===== src/rtl/sysid_info_regs_if.sv =====
// Avalon-MM slave bus bundle for sysid_info_regs.
// Signals:
//   address       word address (ADDR_WIDTH bits)
//   read / write  access strobes
//   writedata     32-bit write data
//   byteenable    write byte lanes
//   readdata      registered read data (slave output)
//   readdatavalid one-cycle pulse qualifying readdata (slave output)
interface sysid_info_regs_if #(
  parameter int ADDR_WIDTH = 4
);
  logic [ADDR_WIDTH-1:0] address;
  logic                  read;
  logic                  write;
  logic [31:0]           writedata;
  logic [3:0]            byteenable;
  logic [31:0]           readdata;
  logic                  readdatavalid;

  modport master (
    output address, read, write, writedata, byteenable,
    input  readdata, readdatavalid
  );

  modport slave (
    input  address, read, write, writedata, byteenable,
    output readdata, readdatavalid
  );
endinterface


===== src/rtl/sysid_info_regs.sv =====
// System-ID / platform-info register block on the lightweight HPS-to-FPGA bridge.
// Serves a read-only ID and build timestamp, a byte-writable scratch register,
// a free-running 64-bit uptime counter with an atomic high-word snapshot,
// a control register and a parametrised array of read-only user words.
// Ports:
//   clock  system clock
//   reset  asynchronous, active-high reset
//   bus    Avalon-MM slave (address/read/write/writedata/byteenable in,
//          readdata/readdatavalid out, fixed read latency of one cycle)
module sysid_info_regs #(
  parameter logic [31:0]                  ID_VALUE       = 32'hA0C0FFEE,
  parameter logic [31:0]                  TIMESTAMP      = 32'h00000000,
  parameter int                           ADDR_WIDTH     = 4,
  parameter int                           NUM_USER_WORDS = 2,
  parameter logic [NUM_USER_WORDS*32-1:0] USER_WORDS     = '0,
  parameter logic [31:0]                  SCRATCH_RESET  = 32'h00000000
) (
  input  logic               clock,
  input  logic               reset,
  sysid_info_regs_if.slave   bus
);

  localparam logic [ADDR_WIDTH-1:0] A_ID      = ADDR_WIDTH'(0);
  localparam logic [ADDR_WIDTH-1:0] A_TSTAMP  = ADDR_WIDTH'(1);
  localparam logic [ADDR_WIDTH-1:0] A_SCRATCH = ADDR_WIDTH'(2);
  localparam logic [ADDR_WIDTH-1:0] A_UP_LO   = ADDR_WIDTH'(3);
  localparam logic [ADDR_WIDTH-1:0] A_UP_HI   = ADDR_WIDTH'(4);
  localparam logic [ADDR_WIDTH-1:0] A_CONTROL = ADDR_WIDTH'(5);
  localparam logic [ADDR_WIDTH-1:0] A_NUSER   = ADDR_WIDTH'(6);
  localparam int                    USER_BASE = 7;

  logic [31:0] readdata_q,  readdata_d;
  logic        rdvalid_q,   rdvalid_d;
  logic [31:0] scratch_q,   scratch_d;
  logic [63:0] uptime_q,    uptime_d;
  logic [31:0] hi_shadow_q, hi_shadow_d;
  logic        ctrl_en_q,   ctrl_en_d;

  logic [31:0] rd_mux;
  logic        wr_en;
  logic        clear;

  // A simultaneous read wins; the write in that cycle is discarded.
  assign wr_en = bus.write & ~bus.read;

  always_comb begin
    rd_mux = '0;
    case (bus.address)
      A_ID:      rd_mux = ID_VALUE;
      A_TSTAMP:  rd_mux = TIMESTAMP;
      A_SCRATCH: rd_mux = scratch_q;
      A_UP_LO:   rd_mux = uptime_q[31:0];
      A_UP_HI:   rd_mux = hi_shadow_q;
      A_CONTROL: rd_mux = {31'b0, ctrl_en_q};
      A_NUSER:   rd_mux = 32'(NUM_USER_WORDS);
      default: begin
        for (int k = 0; k < NUM_USER_WORDS; k++) begin
          if (bus.address == ADDR_WIDTH'(USER_BASE + k))
            rd_mux = USER_WORDS[32*k +: 32];
        end
      end
    endcase
  end

  always_comb begin
    readdata_d  = readdata_q;
    rdvalid_d   = bus.read;
    scratch_d   = scratch_q;
    ctrl_en_d   = ctrl_en_q;
    hi_shadow_d = hi_shadow_q;
    clear       = 1'b0;

    if (bus.read) begin
      readdata_d = rd_mux;
      // Capture the high word alongside the low-word read so a following
      // high-word read is coherent even if the low word carries in between.
      if (bus.address == A_UP_LO)
        hi_shadow_d = uptime_q[63:32];
    end

    if (wr_en && bus.address == A_SCRATCH) begin
      for (int i = 0; i < 4; i++) begin
        if (bus.byteenable[i])
          scratch_d[8*i +: 8] = bus.writedata[8*i +: 8];
      end
    end

    if (wr_en && bus.address == A_CONTROL && bus.byteenable[0]) begin
      ctrl_en_d = bus.writedata[0];
      clear     = bus.writedata[1];
    end

    // Clear beats increment in the same cycle.
    if (clear)
      uptime_d = '0;
    else if (ctrl_en_q)
      uptime_d = uptime_q + 64'd1;
    else
      uptime_d = uptime_q;
  end

  always_ff @(posedge clock or posedge reset) begin
    if (reset) begin
      readdata_q  <= '0;
      rdvalid_q   <= 1'b0;
      scratch_q   <= SCRATCH_RESET;
      uptime_q    <= '0;
      hi_shadow_q <= '0;
      ctrl_en_q   <= 1'b1;
    end else begin
      readdata_q  <= readdata_d;
      rdvalid_q   <= rdvalid_d;
      scratch_q   <= scratch_d;
      uptime_q    <= uptime_d;
      hi_shadow_q <= hi_shadow_d;
      ctrl_en_q   <= ctrl_en_d;
    end
  end

  assign bus.readdata      = readdata_q;
  assign bus.readdatavalid = rdvalid_q;

endmodule

===== src/flat_wrapper.sv =====
// flat-port wrapper written by rule: the top's interface ports become plain ports
module sysid_info_regs_flat 
#(
  parameter logic [31:0]                  ID_VALUE       = 32'hA0C0FFEE,
  parameter logic [31:0]                  TIMESTAMP      = 32'h00000000,
  parameter int                           ADDR_WIDTH     = 4,
  parameter int                           NUM_USER_WORDS = 2,
  parameter logic [NUM_USER_WORDS*32-1:0] USER_WORDS     = '0,
  parameter logic [31:0]                  SCRATCH_RESET  = 32'h00000000
)
  (clock, reset, bus_address, bus_read, bus_write, bus_writedata, bus_byteenable, bus_readdata, bus_readdatavalid);
  sysid_info_regs_if #(.ADDR_WIDTH(ADDR_WIDTH)) bus_i ();
  input  logic clock;
  input  logic reset;
  input wire logic [$bits(bus_i.address)-1:0] bus_address;
  input wire logic [$bits(bus_i.read)-1:0] bus_read;
  input wire logic [$bits(bus_i.write)-1:0] bus_write;
  input wire logic [$bits(bus_i.writedata)-1:0] bus_writedata;
  input wire logic [$bits(bus_i.byteenable)-1:0] bus_byteenable;
  output wire logic [$bits(bus_i.readdata)-1:0] bus_readdata;
  output wire logic [$bits(bus_i.readdatavalid)-1:0] bus_readdatavalid;
  assign bus_i.address = bus_address;
  assign bus_i.read = bus_read;
  assign bus_i.write = bus_write;
  assign bus_i.writedata = bus_writedata;
  assign bus_i.byteenable = bus_byteenable;
  assign bus_readdata = bus_i.readdata;
  assign bus_readdatavalid = bus_i.readdatavalid;
  sysid_info_regs #(.ID_VALUE(ID_VALUE), .TIMESTAMP(TIMESTAMP), .ADDR_WIDTH(ADDR_WIDTH), .NUM_USER_WORDS(NUM_USER_WORDS), .USER_WORDS(USER_WORDS), .SCRATCH_RESET(SCRATCH_RESET)) u_core (.clock(clock), .reset(reset), .bus(bus_i));
endmodule

===== config.mk =====
export PLATFORM = sky130hd
export DESIGN_NAME = sysid_info_regs_flat
export DESIGN_NICKNAME = d
export VERILOG_FILES = /design/src/rtl/sysid_info_regs_if.sv /design/src/rtl/sysid_info_regs.sv /design/src/flat_wrapper.sv
export SDC_FILE = /design/constraint.sdc
export NUM_CORES = 1
export LEC_CHECK = 0
export CORE_MARGIN = 4
export CORE_UTILIZATION = 48
export DETAILED_ROUTE_END_ITERATION = 10
export PLACE_DENSITY = 0.69
export SLEW_MARGIN = 10
export SYNTH_ARGS = -nofsm -noshare
export SYNTH_HDL_FRONTEND = slang
export SYNTH_SLANG_ARGS = --single-unit

===== constraint.sdc =====
create_clock -name clock -period 6.8 [get_ports clock]
set_clock_uncertainty 0.2 [all_clocks]
set_input_delay 1.02 -clock clock [delete_from_list [all_inputs] [get_ports clock]]
set_output_delay 1.02 -clock clock [all_outputs]
set_load 0.1 [all_outputs]

== Word-level counts from Yosys, hierarchy flattened ==
Cells that the tools add are included.

* Bits of input ports: 44
* Register bits: 162
* Output and inout bits: 33
* Word-level logic and storage cells: 31

* Muxes and demuxes: 4
* Bitwise gates (word level): 2
* Reductions and logical operators: 10
* Eq/ne operators: 5
* Add/subtract/negate cells: 1

{| class="wikitable"
|+ Operators with widths
! cell !! number
|-
| $pmux W32 S6 || 1
|-
| $mux W64 || 2
|-
| $add A64 B1 Y64 const B || 1
|-
| $eq A4 B3 Y1 const B || 3
|-
| $reduce_and A2 Y1 || 5
|-
| $eq A4 B2 Y1 const B || 2
|-
| $logic_not A4 Y1 || 1
|-
| $logic_and A1 B1 Y1 || 3
|-
| $reduce_bool A2 Y1 || 1
|-
| $and A1 B1 Y1 || 1
|-
| $mux W1 || 1
|-
| $not A1 Y1 || 1
|}

== Logic depth before layout (Yosys ltp) ==
Gate-level depths: netlist (run 1).

* Word-level depth: 6
* Depth in mapped cells: 7
* Depth with buffers taken out: 6

== Worst setup path after synthesis (run 1) ==
OpenSTA, ideal clock, no wires.

* Kind: in2reg
* Start point: in bus_address[3]
* End point: reg u_core.uptime_q[48]
* Data arrival time: 2.427 ns
* Data required time: 6.522 ns
* Setup slack: 4.095 ns
* Setup time: 0.078 ns
* Stages: 6
* Cells stage by stage: and4bb_1 and4_1 clkbuf_1 o21ai_1 or4_1 a21oi_1

* Word-level cells in the longest chain between the ends: 5
* Elaborated cells between the ends (all ways): 6

{| class="wikitable"
|+ RTL lines
! item !! line !! text
|-
| start, declared || flat_wrapper.sv:15 || <nowiki>input wire logic [$bits(bus_i.address)-1:0] bus_address;</nowiki>
|-
| $eq A4 B3 Y1 * || sysid_info_regs.sv:88 || <nowiki>if (wr_en && bus.address == A_CONTROL && bus.byteenable[0]) begin</nowiki>
|-
| $logic_and A1 B1 Y1 * (2 in a row) || sysid_info_regs.sv:88 ||
|-
| $mux W1 * || sysid_info_regs.sv:88 ||
|-
| $mux W64 or $reduce_bool A2 Y1 (tied branches) || - ||
|-
| end signal, assigned || sysid_info_regs.sv:114 || <nowiki>uptime_q <= uptime_d;</nowiki>
|-
| end, declared || sysid_info_regs.sv:35 || <nowiki>logic [63:0] uptime_q, uptime_d;</nowiki>
|}

Every way passes the cells marked *; elsewhere a longest branch is shown, timed or not.
A chain may end at the register's enable or synchronous reset.

== Worst setup path in the final report (run 1) ==
Same ends and word-level chain as after synthesis.

==> results.toml, run 1 <==
[outcome]
status = "complete, no violations"

[critical_path]
critPathLaunch = "bus_address[3]"
critPathKind = "in2reg"
cp-end-kind = "flip-flop"
worstPathMaxFanout = 32
start_kind = "primary input"
reg2reg_from = "u_core.ctrl_en_q$_DFFE_PP1P_"
critical_path_required_ns = 6.95
crit_arrival_ns = 4.03

[power]
p_comb_frac = 0.190
p_leak_nw = 3.674
pwr_density_cell_mw_per_mm2 = 297.5
power.share.switching = 0.3254
sequentialPowerShare = 0.477
internal_power_w = 0.001864
power.clock.fraction = 0.333
power_switching_w = 0.0008994
vdd_drop_max_v = 0.0002099

[placement]
port_buffers = 76
dpl.hpwl_um = 14230
place_congestion = 0.8934
dpl-instance-area_mm2 = 0.008715
dp.cells = 944
pre_cts_ws_ns = 2.532

[drt]
first_iter_violations = 527
drt_wl_total_um = 20300
ant_nets = 0
drc_errors = 0
vias = 6156
post_drt_via_cell_ratio = 6.307
wl_per_cell_um = 20.79
dr.pass1.iters = 6

[die]
fp.dieArea_mm2 = 0.01819
row_count = 46
die_h_um = 134.9
die_w_um = 134.9
core_mm2 = 0.01583
start_util = 0.4882
io_pins = 77

[global_routing]
grt_pass1_wl_um = 32980
grt_util_all_layers = 0.2308
antenna_found_initial = 0
overflow = 0
grt_max_degree = 102
grt_pass1_vias = 6169

[synthesis]
synth_largest_area_cell = "dfrtp_1"
ys_types = 56
synth_area_mm2 = 0.007727
ys_seq_area_frac = 0.5248
yosys_most_used_dff = "dfrtp_1"
synth_seq_cells = 162
synth_area_leaders = "dfrtp_1 (52%), mux2_2 (9.3%), o2bb2ai_1 (3.4%), a21oi_1 (2.6%), nand2_1 (2.2%)"
synth_cells = 679
synth_nets = 724
syn_area_per_cell_um2 = 11.38
async_flop_share = 1.000
synth_edf_count = 0
synthDominantCellAreaShare = 0.5214
yosysWarningCount = 0

[clocking]
root_buffer = "clkbuf_16"
cts_tree = "yes"
h-tree-depth = 4
post_cts_resize_count = 0
cts.clk_slew.worst_paths_ns = 0.06
cts.sink_count = 162
post_cts_buffers = 0
cts_buffers = 17
clockBufferDepth = 2
clock_latency_ns = 0.43
postCtsHoldBufs = 0

[run]
cap_violations = 0

[timing]
period_share = 0.5705
worst_slack_ns = 2.921
timing.fmax_mhz = 257.8
slew_headroom = 0.2781
rsz0062_at_grt = "false"
drv_slew = 0
hold_violations = 0
setup_tns_ns = 0
setup_viol = 0
tightest_slew_ns = 1.082
period_minus_slack_ns = 3.879

[hold_path]
min_from = "u_core.hi_shadow_q[3]$_DFFE_PP0P_"
min_path_type = "reg2reg"

[finish]
instances_no_fill = 976
final_area_mm2 = 0.009289
area_growth_syn_to_layout_pct = 20.21
final_cell_mix = "dfrtp_1 (161), clkdlybuf4s50_1 (76), mux2_2 (64)"
num_antenna_cells = 0
layout-drive-gt1-share = 0.1711
final_nets = 792
layout_commonest_cell = "dfrtp_1"
==> final timing paths <==
check	cells after the start	to	slack, ns
setup / recovery	7	u_core.uptime_q[48]$_DFFE_PP0P_	2.92
hold / removal	2	u_core.hi_shadow_q[3]$_DFFE_PP0P_	0.28
setup reg to reg	5	u_core.uptime_q[38]$_DFFE_PP0P_	3.96
hold reg to reg	2	u_core.hi_shadow_q[3]$_DFFE_PP0P_	0.28
max in group asynchronous	3	u_core.hi_shadow_q[14]$_DFFE_PP0P_	4.10
min in group asynchronous	2	u_core.bus.readdata[13]$_DFFE_PP0P_	0.97
==> stage by stage <==
stage | hold slack (ns) | total power [W] | util
2_1_floorplan | 0.2512 | 0.001676 | -
3_3_place_gp | 0.2603 | 0.001831 | 0.5506
3_5_place_dp | 0.2724 | 0.001853 | 0.5506
4_1_cts | 0.2891 | 0.002776 | 0.5869
5_1_grt | 0.3045 | 0.002898 | 0.5869
6_report | 0.2823 | 0.002764 | 0.5869
==> layer usage <==
layer | global-route usage | share of wire | vias up
met1 | 0.2985 | 0.42 | 3134
met3 | 0.04322 | 0.053 | 44
met2 | 0.3794 | 0.50 | 225
met4 | 0.1041 | 0.026 | 0
met5 | 0 | 0 | -
li1 | - | - | 2753
==> area by class of cell <==
type | count | area, µm²
fillers | 1302 | 6539
flip-flops and latches | 162 | 4055
multi-input cells | 478 | 3548
repair buffers | 84 | 820.8
clock buffers | 21 | 470.5
well taps | 216 | 270.3
clock inverters | 11 | 103.9
inverters | 4 | 20.02
==> critical path: stages <==
cell	delay, ns
clkdlybuf4s50_1	0.58
and4bb_1	0.43
and4_2	0.70
buf_4	0.43
o21ai_1	0.16
or4_1	0.54
a21oi_1	0.16
==> power groups by stage <==
stage	Combinational, W	Sequential (W)	Clock (W)
2_1_floorplan	0.000362	0.00131	0
3_3_place_gp	0.000509	0.00132	0
3_5_place_dp	0.000524	0.00133	0
4_1_cts	0.000527	0.00131	0.000935
5_1_grt	0.000574	0.00134	0.000983
6_report	0.000525	0.00132	0.000920
==> cell families after synthesis <==
kind of cell | count (synthesis) | share of synthesized area
mux | 69 | 0.09974
simple gates | 240 | 0.1870
flops | 162 | 0.5248
fa+ha+maj | 1 | 0.001619
xor+xnor | 28 | 0.03174
compound gates | 140 | 0.1347
buf+inv | 39 | 0.02040
==> cell usage after synthesis, types with 4 or more instances <==
| cell | number |
|---|---|
| o31ai_1 | 11 |
| or4_1 | 20 |
| nand3_2 | 4 |
| nor4_1 | 10 |
| dfrtp_1 | 161 |
| nor3_1 | 10 |
| nand4_1 | 25 |
| nand2b_1 | 6 |
| xor2_1 | 18 |
| or3_1 | 9 |
| o211ai_1 | 7 |
| nand2_1 | 46 |
| nor2_1 | 35 |
| o21ai_0 | 12 |
| a222oi_1 | 14 |
| nand3_1 | 24 |
| a221o_1 | 17 |
| mux2_2 | 64 |
| and4_1 | 9 |
| o2bb2ai_1 | 30 |
| and3_1 | 17 |
| xnor2_1 | 10 |
| a21oi_1 | 40 |
| mux2i_1 | 5 |
| clkbuf_1 | 28 |
==> state kept, by name (all words and copies together), names as in the netlist <==
| register | cells |
|---|---|
| u_core.hi_shadow_q | 32 |
| u_core.ctrl_en_q | 1 |
| u_core.uptime_q | 64 |
| u_core.bus.readdata | 32 |
| u_core.scratch_q | 32 |
| u_core.bus.readdatavalid | 1 |
(Power assumes the default switching activity.)
==> run 2, diff against run 1 <==
- clock period: 6.8 -> 3.7 ns (I/O delays scaled with it)
==> results.toml, run 2 (same netlist as run 1, synthesis figures left out) <==
[global_routing]
antenna_found_initial = 0
grt_pass1_wl_um = 34270
overflow = 0
grt_util_all_layers = 0.2395
grt_max_degree = 49
grt_pass1_vias = 6198

[critical_path]
reg2reg_depth = 5
critical_path_required_ns = 3.85
start_kind = "flip-flop"
cp-end-kind = "flip-flop"
worstPathMaxFanout = 13
reg2reg_from = "u_core.ctrl_en_q$_DFFE_PP1P_"
r2r-end = "u_core.uptime_q[63]$_DFFE_PP0P_"
critPathKind = "reg2reg"
crit_arrival_ns = 2.94
r2r_setup_slack_ns = 0.91

[die]
fp.dieArea_mm2 = 0.01819
core_mm2 = 0.01583
die_h_um = 134.9
start_util = 0.4882
io_pins = 77
row_count = 46
die_w_um = 134.9

[clocking]
cts.sink_count = 162
cts_buffers = 17
root_buffer = "clkbuf_16"
post_cts_buffers = 0
clock_latency_ns = 0.43
post_cts_resize_count = 0
clockBufferDepth = 2
postCtsHoldBufs = 0
cts.clk_slew.worst_paths_ns = 0.07
cts_tree = "yes"
h-tree-depth = 4

[placement]
dpl.hpwl_um = 14920
port_buffers = 76
place_congestion = 0.9179
dpl-instance-area_mm2 = 0.008806

[hold_path]
min_path_cells = 1
worst_hold_path.endpoint = "u_core.bus.readdata[0]$_DFFE_PP0P_"
min_from = "u_core.bus.readdata[0]$_DFFE_PP0P_"
min_path_type = "reg2reg"

[timing]
drv_slew = 0
slew_headroom = 0.3332
setup_tns_ns = 0
holdWs_ns = 0.2847
hold_violations = 0
timing.fmax_mhz = 358.1
setup_viol = 0
period_minus_slack_ns = 2.793
period_share = 0.7548
rsz0062_at_grt = "false"
tightest_slew_ns = 0.9971

[finish]
num_antenna_cells = 0
final_area_mm2 = 0.009427
layout-drive-gt1-share = 0.1821
area_growth_syn_to_layout_pct = 21.99
largest_reg_flops = 64
layout_commonest_cell = "dfrtp_1"
final_nets = 801
final_core_util = 0.5956
largest-register = "u_core.uptime_q"
final_cell_mix = "dfrtp_1 (161), clkdlybuf4s50_1 (76), mux2_2 (64)"

[drt]
ant_nets = 0
first_iter_violations = 527
dr.pass1.iters = 7
wl_per_cell_um = 21.44
post_drt_via_cell_ratio = 6.268
drt_wl_total_um = 21120
drc_errors = 0
vias = 6174

[power]
p_leak_nw = 3.742
internal_power_w = 0.003537
power_switching_w = 0.001737
vdd_drop_max_v = 0.0003837
power.clock.fraction = 0.351
pwr_density_cell_mw_per_mm2 = 559.6
power.share.switching = 0.3294
p_comb_frac = 0.188
power.total_w = 0.005275
sequentialPowerShare = 0.461

[outcome]
status = "complete, no violations"

[run]
cap_violations = 0
==> run 2: cell types whose count changed in the layout (fill, tap and decap cells not counted) <==
cell        previous run  this run
clkbuf_1               1         0
clkinvlp_4             2         3
bufinv_16              1         3
buf_12                 0         2
clkbuf_8               3         0
inv_6                  3         6
buf_4                  8        15
inv_8                  0         1
clkinv_2               3         0
==> run 2: through the flow <==
stage | std cells | setup slack [ns]
final | 985 | 0.9072
after global routing | 985 | 0.7227
after CTS | 985 | 0.8694
after detailed placement | 953 | 0.6830
after global placement | 953 | 0.7798
after floorplan | 679 | 0.8890
==> run 2: layer usage <==
| layer | vias up | part of all wire | track usage |
|---|---|---|---|
| met4 | 0 | 0.026 | 0.07975 |
| met3 | 39 | 0.063 | 0.05402 |
| met1 | 3116 | 0.42 | 0.3179 |
| met5 | - | 0 | 0 |
| met2 | 246 | 0.49 | 0.3916 |
| li1 | 2773 | - | - |
==> run 2: layout make-up <==
type                            count  area (µm²)
Sequential cell                   162        4055
Fill cell                        1270        6401
Clock inverter                     15       195.2
Clock buffer                       17       425.4
Tap cell                          216       270.3
Timing Repair Buffer               93       913.4
Multi-Input combinational cell    478        3548
Inverter                            4       18.77
==> run 2: how the worst max path moves through the flow <==
stage	startpoint	endpoint	slack, ns
floorplan	reset	u_core.bus.readdata[0]$_DFFE_PP0P_	0.89
global placement	bus_address[3]	u_core.uptime_q[46]$_DFFE_PP0P_	0.78
detailed placement	bus_address[3]	u_core.uptime_q[30]$_DFFE_PP0P_	0.68
CTS	u_core.ctrl_en_q$_DFFE_PP1P_	u_core.uptime_q[63]$_DFFE_PP0P_	0.87
global route	u_core.ctrl_en_q$_DFFE_PP1P_	u_core.uptime_q[63]$_DFFE_PP0P_	0.72
finish	u_core.ctrl_en_q$_DFFE_PP1P_	u_core.uptime_q[63]$_DFFE_PP0P_	0.91
==> run 2: worst max-delay path, stage by stage (launching register included) <==
cell	delay, ns
dfstp_2	0.75
inv_2	0.14
nor4_4	0.56
nand3_4	0.25
nor4_1	0.56
mux2i_1	0.25
==> run 2: power by group through the flow <==
stage | logic (W) | registers, W | clock network, W
after detailed placement | 0.000981 | 0.00245 | 0
final | 0.000991 | 0.00243 | 0.00185
after global placement | 0.000950 | 0.00243 | 0
after floorplan | 0.000665 | 0.00242 | 0
after global routing | 0.00108 | 0.00247 | 0.00196
after CTS | 0.000990 | 0.00242 | 0.00187
==> variant: new RTL, settings of run 2 <==
`readdata_q` no longer has a reset.
--- a/src/rtl/sysid_info_regs.sv
+++ b/src/rtl/sysid_info_regs.sv
@@ -101,14 +101,12 @@
 
   always_ff @(posedge clock or posedge reset) begin
     if (reset) begin
-      readdata_q  <= '0;
       rdvalid_q   <= 1'b0;
       scratch_q   <= SCRATCH_RESET;
       uptime_q    <= '0;
       hi_shadow_q <= '0;
       ctrl_en_q   <= 1'b1;
     end else begin
-      readdata_q  <= readdata_d;
       rdvalid_q   <= rdvalid_d;
       scratch_q   <= scratch_d;
       uptime_q    <= uptime_d;
@@ -117,6 +115,10 @@
     end
   end
 
+  always_ff @(posedge clock) begin
+    readdata_q <= readdata_d;
+  end
+
   assign bus.readdata      = readdata_q;
   assign bus.readdatavalid = rdvalid_q;
 
Function: changed (a bounded check fails within 4 cycles, from zero or initial values and one cycle with reset high).
==> variant against run 2 <==
- power fell by 4.3%
- utilization fell by 0.39 points
- sequential cell count did not move
- cell area is 4.2% lower
- routed wire length fell by 9.3%
- synthesized area is 3.1% lower
- worst setup slack got worse by 210 ps
- critical path type unchanged
- synthesized cell count rose by 0.15%
- non-clock buffer count did not move
- critical endpoint is now u_core.uptime_q[58]$_DFFE_PP0P_
- first-iteration DRC count grew 10%
- global-route usage decreased by 1.7 points
- critical path depth unchanged
- clock power fell by 15%
- fmax is 7.1% lower
==> variant: results <==
metrics = {
    "status": {
        "status": "completed",
    },
    "cells_and_area": {
        "nets": 802,
        "n_fill_cell": 1238,
        "multi_input_area_share_pct": 33.6,
        "layout.nonclk_buf_share_pct": 9.98,
        "layout-drive-gt1-share_pct": 15.3,
        "multi_input_cells": 460,
        "clock_cell_area_share_pct": 5.76,
        "n_all_inverters": 23,
    },
    "min_path": {
        "holdPathStages": 2,
    },
    "route": {
        "vias_per_cell": 5.88,
        "drt_iter0_drc": 582,
        "drt_wl_total_mm": 19.2,
    },
    "synth": {
        "ys_seq_area_share_pct": 56.3,
        "synthAdderAreaFrac_pct": 0.167,
        "muxShareOfSynthArea_pct": 9.69,
        "synth_edf_count": 32,
        "synth_common_cells": "129 x dfrtp_1, 66 x nand2_1, 60 x mux2_2",
        "synth-xor-area-share_pct": 3.39,
        "synth.area.top_cells": "dfrtp_1 43%, edfxtp_1 13%, mux2_2 9.0%, nand2_1 3.3%, nand3_1 2.5%",
    },
    "power": {
        "switching_share_pct": 32.1,
        "seq_cell_power_uw": 2490,
        "powerComb_uw": 988,
        "leakagePower_uw": 0.00369,
    },
    "global_route": {
        "grt_first_pass_wirelength_mm": 30.9,
        "grt_use_met3_pct": 3.84,
        "use_met1_pct": 31.5,
    },
    "placed_design": {
        "dpl.hpwl_mm": 13.7,
        "gp_congestion": 0.894,
    },
    "worst_setup_path": {
        "cp.arrival_ps": 3150,
        "slowest_delay_ps": 710,
    },
}
## variant: cell types whose count changed after synthesis, moves of 15 or more
cell,change
dfrtp_1,-32
nand2_1,+20
nor2_1,+15
o2bb2ai_1,-30
edfxtp_1,+32
a221o_1,-17
inv_1,+20
a22oi_1,+19
## variant: layer usage
metal / vias up / part of all wire [%]
met4: 0 / 1.5
met3: 20 / 5.5
met5: - / 0
li1: 2662 / -
met1: 2901 / 45
met2: 183 / 48
## variant: final timing paths
| kind | end | startpoint | slack [ps] |
|---|---|---|---|
| worst max-delay path | u_core.uptime_q[58]$_DFFE_PP0P_ | u_core.uptime_q[7]$_DFFE_PP0P_ | 690 |
| worst min-delay path | u_core.hi_shadow_q[18]$_DFFE_PP0P_ | u_core.hi_shadow_q[18]$_DFFE_PP0P_ | 300 |
| worst max register to register | u_core.uptime_q[58]$_DFFE_PP0P_ | u_core.uptime_q[7]$_DFFE_PP0P_ | 690 |
| worst min register to register | u_core.hi_shadow_q[18]$_DFFE_PP0P_ | u_core.hi_shadow_q[18]$_DFFE_PP0P_ | 300 |
| max in group asynchronous | u_core.hi_shadow_q[23]$_DFFE_PP0P_ | reset | 2090 |
| min in group asynchronous | u_core.hi_shadow_q[7]$_DFFE_PP0P_ | reset | 390 |
## variant: stage by stage
step / cells / util [%] / worst slack, ps / power [µW] / instance area [µm²]
2_1_floorplan: 680 / - / 969 / 3130 / 7490
3_3_place_gp: 949 / 55.8 / 564 / 3440 / 8510
3_5_place_dp: 949 / 55.8 / 465 / 3490 / 8510
4_1_cts: 981 / 59.2 / 684 / 5060 / 9030
5_1_grt: 981 / 59.2 / 561 / 5290 / 9030
6_report: 981 / 59.2 / 693 / 5050 / 9030
